==> config.mk <==
export PLATFORM = sky130hd
export DESIGN_NAME = msrv32_wb_load_unit
export DESIGN_NICKNAME = d
export VERILOG_FILES = /design/src/rtl/msrv32_wb_load_unit.sv
export SDC_FILE = /design/constraint.sdc
export NUM_CORES = 1
export LEC_CHECK = 0
export ABC_AREA = 1
export BUFFER_PORTS_ARGS = -buffer_cell sky130_fd_sc_hd__buf_4
export CORE_MARGIN = 3
export CORE_UTILIZATION = 30
export DETAILED_ROUTE_END_ITERATION = 8
export PLACE_DENSITY = 0.65
export SYNTH_ARGS = -nofsm -noshare
export SYNTH_HDL_FRONTEND = slang
export SYNTH_SLANG_ARGS = --single-unit
export TNS_END_PERCENT = 20
==> constraint.sdc <==
create_clock -name ms_riscv32_mp_clk_in -period 1.65 [get_ports ms_riscv32_mp_clk_in]
set_input_delay 0.165 -clock ms_riscv32_mp_clk_in [delete_from_list [all_inputs] [get_ports ms_riscv32_mp_clk_in]]
set_output_delay 0.165 -clock ms_riscv32_mp_clk_in [all_outputs]
set_load 0.02 [all_outputs]
==> src/rtl/msrv32_wb_load_unit.sv <==
// Writeback stage feeding the integer register file: one-cycle writeback for ALU/CSR results,
// load extraction/extension after the data-memory response, load timeout and read-after-load hazard flag.
// Optional feature macro: MSRV32_WB_LOAD_FWD_EN (adds load-data forwarding outputs).
module msrv32_wb_load_unit #(
    parameter int unsigned LOAD_TIMEOUT = 16,
    parameter int unsigned CNT_W        = 5
) (
    input  logic        ms_riscv32_mp_clk_in,
    input  logic        ms_riscv32_mp_rst_n_in,
    input  logic        wb_valid_in,
    output logic        wb_ready_out,
    input  logic        wb_wr_en_in,
    input  logic [4:0]  wb_rd_addr_in,
    input  logic [31:0] wb_result_in,
    input  logic        wb_is_load_in,
    input  logic [1:0]  wb_load_size_in,
    input  logic        wb_load_unsigned_in,
    input  logic [1:0]  wb_addr_lsb_in,
    input  logic        dmdata_valid_in,
    input  logic [31:0] dmdata_in,
    input  logic [4:0]  rs_1_addr_in,
    input  logic [4:0]  rs_2_addr_in,
    output logic        hazard_stall_out,
    output logic        rf_wr_en_out,
    output logic [4:0]  rf_rd_addr_out,
    output logic [31:0] rf_rd_out,
    output logic        load_fault_out
`ifdef MSRV32_WB_LOAD_FWD_EN
    ,
    output logic        ld_fwd_valid_out,
    output logic [31:0] ld_fwd_data_out
`endif
);

    typedef enum logic [0:0] {IDLE = 1'b0, WAIT_LOAD = 1'b1} state_t;

    localparam logic             TMO_EN   = (LOAD_TIMEOUT != 0);
    localparam logic [CNT_W-1:0] TMO_LAST = CNT_W'(LOAD_TIMEOUT - 1);

    state_t            state_r, state_s;
    logic [CNT_W-1:0]  cnt_r, cnt_s;
    logic [4:0]        pend_rd_r;
    logic              pend_wr_en_r;
    logic [1:0]        pend_size_r;
    logic              pend_uns_r;
    logic [1:0]        pend_lsb_r;
    logic              wr_en_s;
    logic [4:0]        wr_addr_s;
    logic [31:0]       wr_data_s;
    logic              fault_s;
    logic              load_accept_s;
    logic              rd_hit_s;
    logic              data_here_s;
    logic [31:0]       ext_data_s;

    // Byte/half/word extraction from the aligned memory word, then sign/zero extension
    function automatic logic [31:0] extend_load(input logic [1:0] size, input logic uns,
                                                input logic [1:0] lsb, input logic [31:0] word);
        logic [7:0]  b;
        logic [15:0] h;
        logic [31:0] r;
        case (lsb)
            2'b00:   b = word[7:0];
            2'b01:   b = word[15:8];
            2'b10:   b = word[23:16];
            2'b11:   b = word[31:24];
            default: b = word[7:0];
        endcase
        h = lsb[1] ? word[31:16] : word[15:0];
        case (size)
            2'b00:   r = uns ? {24'd0, b} : {{24{b[7]}}, b};
            2'b01:   r = uns ? {16'd0, h} : {{16{h[15]}}, h};
            default: r = word;
        endcase
        return r;
    endfunction

    assign wb_ready_out  = (state_r == IDLE);
    assign load_accept_s = (state_r == IDLE) && wb_valid_in && wb_is_load_in;
    assign data_here_s   = (state_r == WAIT_LOAD) && dmdata_valid_in;
    assign ext_data_s    = extend_load(pend_size_r, pend_uns_r, pend_lsb_r, dmdata_in);
    assign rd_hit_s      = (state_r == WAIT_LOAD) && pend_wr_en_r && (pend_rd_r != 5'd0) &&
                           ((rs_1_addr_in == pend_rd_r) || (rs_2_addr_in == pend_rd_r));

`ifdef MSRV32_WB_LOAD_FWD_EN
    // Response data bypasses the register file in its arrival cycle, so no stall is needed then
    assign hazard_stall_out = rd_hit_s && !dmdata_valid_in;
    assign ld_fwd_valid_out = data_here_s;
    assign ld_fwd_data_out  = data_here_s ? ext_data_s : 32'd0;
`else
    assign hazard_stall_out = rd_hit_s;
`endif

    // Next-state, timeout counting and register-file write selection
    always_comb begin
        state_s   = state_r;
        cnt_s     = cnt_r;
        wr_en_s   = 1'b0;
        wr_addr_s = rf_rd_addr_out;
        wr_data_s = rf_rd_out;
        fault_s   = 1'b0;
        case (state_r)
            IDLE: begin
                if (wb_valid_in && wb_is_load_in) begin
                    cnt_s   = {CNT_W{1'b0}};
                    state_s = WAIT_LOAD;
                end else if (wb_valid_in) begin
                    wr_en_s   = wb_wr_en_in && (wb_rd_addr_in != 5'd0);
                    wr_addr_s = wb_rd_addr_in;
                    wr_data_s = wb_result_in;
                end else begin
                    state_s = IDLE;
                end
            end
            WAIT_LOAD: begin
                if (dmdata_valid_in) begin
                    wr_en_s   = pend_wr_en_r && (pend_rd_r != 5'd0);
                    wr_addr_s = pend_rd_r;
                    wr_data_s = ext_data_s;
                    state_s   = IDLE;
                end else if (TMO_EN && (cnt_r == TMO_LAST)) begin
                    fault_s = 1'b1;
                    state_s = IDLE;
                end else begin
                    cnt_s = cnt_r + CNT_W'(1);
                end
            end
            default: begin
                state_s = IDLE;
            end
        endcase
    end

    // State, counter and registered register-file/fault outputs
    always_ff @(posedge ms_riscv32_mp_clk_in or negedge ms_riscv32_mp_rst_n_in) begin
        if (!ms_riscv32_mp_rst_n_in) begin
            state_r        <= IDLE;
            cnt_r          <= {CNT_W{1'b0}};
            rf_wr_en_out   <= 1'b0;
            rf_rd_addr_out <= 5'd0;
            rf_rd_out      <= 32'd0;
            load_fault_out <= 1'b0;
        end else begin
            state_r        <= state_s;
            cnt_r          <= cnt_s;
            rf_wr_en_out   <= wr_en_s;
            rf_rd_addr_out <= wr_addr_s;
            rf_rd_out      <= wr_data_s;
            load_fault_out <= fault_s;
        end
    end

    // Attributes of the outstanding load, captured when it is accepted
    always_ff @(posedge ms_riscv32_mp_clk_in or negedge ms_riscv32_mp_rst_n_in) begin
        if (!ms_riscv32_mp_rst_n_in) begin
            pend_rd_r    <= 5'd0;
            pend_wr_en_r <= 1'b0;
            pend_size_r  <= 2'b00;
            pend_uns_r   <= 1'b0;
            pend_lsb_r   <= 2'b00;
        end else if (load_accept_s) begin
            pend_rd_r    <= wb_rd_addr_in;
            pend_wr_en_r <= wb_wr_en_in;
            pend_size_r  <= wb_load_size_in;
            pend_uns_r   <= wb_load_unsigned_in;
            pend_lsb_r   <= wb_addr_lsb_in;
        end else begin
            pend_rd_r    <= pend_rd_r;
            pend_wr_en_r <= pend_wr_en_r;
            pend_size_r  <= pend_size_r;
            pend_uns_r   <= pend_uns_r;
            pend_lsb_r   <= pend_lsb_r;
        end
    end

endmodule

==> results.sh <==
export IMPL_run_status="complete, but fails checks"
export IMPL_violations="negative setup slack"
export IMPL_fin_area_sq_um=4703
export IMPL_path_class="flop to primary output"
export IMPL_wl_mm=10.65
export IMPL_worstSetupStartpointType="flop"
export IMPL_numCtsBuffers=5
export IMPL_post_synth_top_area_cell="dfrtp_1"
export IMPL_slowest_stage="dfrtp_2"
export IMPL_antenna_found_initial=0
export IMPL_grt_pass1_wl_mm=16.99
export IMPL_postLayoutCoreUtil=0.4320
export IMPL_syn_inst=497
export IMPL_placed_area_sq_um=4538
export IMPL_diodes=0
export IMPL_design_die_area_sq_um=12520
export IMPL_worstMarginPinSlew_ns=0.4173
export IMPL_grtUsageTotal=0.1643
export IMPL_synth_cell_types=26
export IMPL_maxSlewViolCount=0
export IMPL_setup_ws_ns=-0.008140
export IMPL_drive_above_1_share=0.2778
export IMPL_finalHoldViolations=0
export IMPL_die_y_um=111.9
export IMPL_routedWlPerCell_um=13.84
export IMPL_via_per_inst=4.713
export IMPL_synth_most_common_cell="nand2_1"
export IMPL_power_density_nw_per_um2=1078
export IMPL_grt_max_degree=52
export IMPL_io_pin_count=131
export IMPL_max_cap_violations=0
export IMPL_synth_top_area_frac=0.4167
export IMPL_hp_class="primary input to flop"
export IMPL_synth_area_per_cell_sq_um=6.767
export IMPL_synth_fp_nets=589
export IMPL_worstPathCellList="xor2_1, nor3_1, nand3_1, a21oi_1, buf_4"
export IMPL_core_sq_um=10890
export IMPL_die_x_um=111.9
export IMPL_crit_family="flip-flops"
export IMPL_p_int_mw=3.092
export IMPL_netlist_top_cells_count="136 x nand2_1, 82 x nor2_1, 63 x a21oi_1"
export IMPL_grt_pass1_vias=3490
export IMPL_ir_drop_mv=0.5412
export IMPL_worst_path_buf_inv=1
export IMPL_total_leakage_power_nw=2.414
export IMPL_ant_nets=0
export IMPL_drtPass1Iterations=4
export IMPL_drt_iter0_drc=191
export IMPL_skew_ns=0.01273
export IMPL_clock_sinks=56
export IMPL_num_vias=3629
export IMPL_crit_required_ns=1.48
export IMPL_yosysSeqAreaShare=0.4167
export IMPL_p_clk_frac=0.183
export IMPL_busiest_layer="met2"
export IMPL_num_rows=38
export IMPL_seq_area_sq_um=1404
export IMPL_grt_ovfl_total=0
export IMPL_power_switching_mw=1.977
export IMPL_clk_latency_ns=0.31
export IMPL_yosys_top_cells_area="dfrtp_1 42%, nand2_1 15%, a21oi_1 9.4%, nor2_1 9.2%, nand3_1 5.2%"
export IMPL_syn_area_sq_um=3363
export IMPL_end_kind="primary output"
export IMPL_yosysWarnings=0
export IMPL_start_util=0.3089
export IMPL_async_flop_share=1.000
export IMPL_multiInputGateArea_sq_um=1699
export IMPL_p_sw_frac=0.3900
export IMPL_fillCellCount=1120
export IMPL_holdWs_ns=0.03701
export IMPL_grtUsageMet2=0.2766
export IMPL_cts_tree="built"
export IMPL_maxSlewHeadroom=0.7214
export IMPL_clkSlewWorstSetupHoldPaths_ns=0.11
export IMPL_place_gp_congestion=0.8906
export IMPL_drc=0
export IMPL_syn2layout_area_growth_pct=39.84
export IMPL_seq_power_share=0.380
export IMPL_post_route_min_period_ns=1.658
export IMPL_synth_flop_cell="dfrtp_1"
export IMPL_combPwrFrac=0.437
export IMPL_ctsLongestPathBuffers=2
export IMPL_crit_path_max_fanout=5
export IMPL_max_stage_delay_ns=0.47
export IMPL_numPortBuffers=130
export IMPL_layout_nets=721
export IMPL_arrival_ns=1.49
export IMPL_clockRootBuffer="clkbuf_8"
export IMPL_synth_edf_count=0
export IMPL_dp_hpwl_mm=8.271
export IMPL_period_share=1.005
export IMPL_rsz0062_at_grt="true"
export IMPL_setup_violations=1
export IMPL_synth_seq_cells=56
export IMPL_met1_usage=0.2098
export IMPL_fmax_mhz=603.1
export IMPL_grtUsageMet3=0.04293
export IMPL_htreeDepth=2
## worst reg2reg max path: cells and delay by family (launching register included)
| kind | cells | cell delay (ns) |
|---|---|---|
| flip-flops | 1 | 0.39 |
| adder cells (fa/ha/maj) | 2 | 0.34 |
| AND/OR/NAND/NOR | 7 | 0.61 |
| buffers and inverters | 2 | 0.17 |
## power by group through the flow
stage,registers (mW),clock network [mW],logic [mW]
after floorplan,2.23,0,0.979
after global placement,1.95,0,2.17
after detailed placement,1.96,0,2.21
after CTS,1.93,0.982,2.22
after global routing,1.97,1.03,2.45
final,1.93,0.927,2.22
## timing repair
| action | CTS | global route |
|---|---|---|
| gates resized for setup | 4 | 4 |
| pin swaps | 0 | 1 |
| setup endpoints to repair | 3 | 9 |
| setup buffers | 0 | 2 |
| endpoints found under the hold margin | 24 | 0 |
| hold buffers | 1 | 0 |
## path summary, 6_finish.rpt
| kind | to | cells after the start | slack, ns | from |
|---|---|---|---|---|
| setup / recovery | hazard_stall_out | 5 | -0.008 | pend_rd_r[0] |
| hold / removal | load_fault_out | 2 | 0.04 | dmdata_valid_in |
| setup reg to reg | cnt_r[3] | 11 | 0.04 | cnt_r[1] |
| hold reg to reg | rf_rd_out[27] | 2 | 0.49 | rf_rd_out[27] |
| max in group asynchronous | pend_lsb_r[1] | 3 | 0.86 | ms_riscv32_mp_rst_n_in |
| min in group asynchronous | rf_rd_out[9] | 2 | 0.30 | ms_riscv32_mp_rst_n_in |
## layout make-up
class	instances	share of cell area
repair buffers	151	0.2450
flip-flops and latches	56	0.2985
well taps	140	0.03724
clock inverters	3	0.009843
clock buffers	5	0.01463
multi-input cells	373	0.3613
inverters	42	0.03352
## flip-flops by register name, indices dropped and copies added, names as in the netlist
register and cells:
rf_rd_out 32, cnt_r 5, pend_rd_r 5, rf_rd_addr_out 5
pend_lsb_r 2, pend_size_r 2, load_fault_out 1, pend_uns_r 1
pend_wr_en_r 1, rf_wr_en_out 1, state_r 1
## routing by layer
layer  share of wire  wire [um]
met1            0.43       4615
met2            0.50       5283
met3           0.060        639
met4           0.011        115
met5               0          0
## through the flow
stage	setup WS [ns]	TNS (ns)	std cells	power, mW
2_1_floorplan	0.08889	0	497	3.205
6_report	-0.008140	-0.008140	770	5.069
3_3_place_gp	0.06367	0	759	4.118
5_1_grt	-0.1122	-0.3375	770	5.453
4_1_cts	-0.03400	-0.03400	768	5.134
3_5_place_dp	-0.07172	-0.07172	759	4.165
## placed cells by master (no fill, tap or decap), types with 4 or more instances in the layout
cell      synthesis  layout
a31oi_1           5       5
dfrtp_1          56      54
xnor2_1           4       4
inv_1            35      35
a21oi_1          63      62
clkbuf_8          0       5
nand2_1         136     135
xor2_1            5       5
nor2_1           82      82
nor3_1            5       4
o21ai_0          27      27
nand3_1          35      35
buf_4             2     148
inv_2             6       6
## cell families (layout without fill, tap and decap cells)
logic type | Yosys count | after routing | share of synthesized area
buf+inv | 68 | 201 | 0.08370
fa+ha+maj | 2 | 2 | 0.007439
flops | 56 | 56 | 0.4167
compound gates | 100 | 100 | 0.1563
simple gates | 262 | 262 | 0.3125
xor+xnor | 9 | 9 | 0.02344
Note: power is estimated with default switching activity, not from simulation.
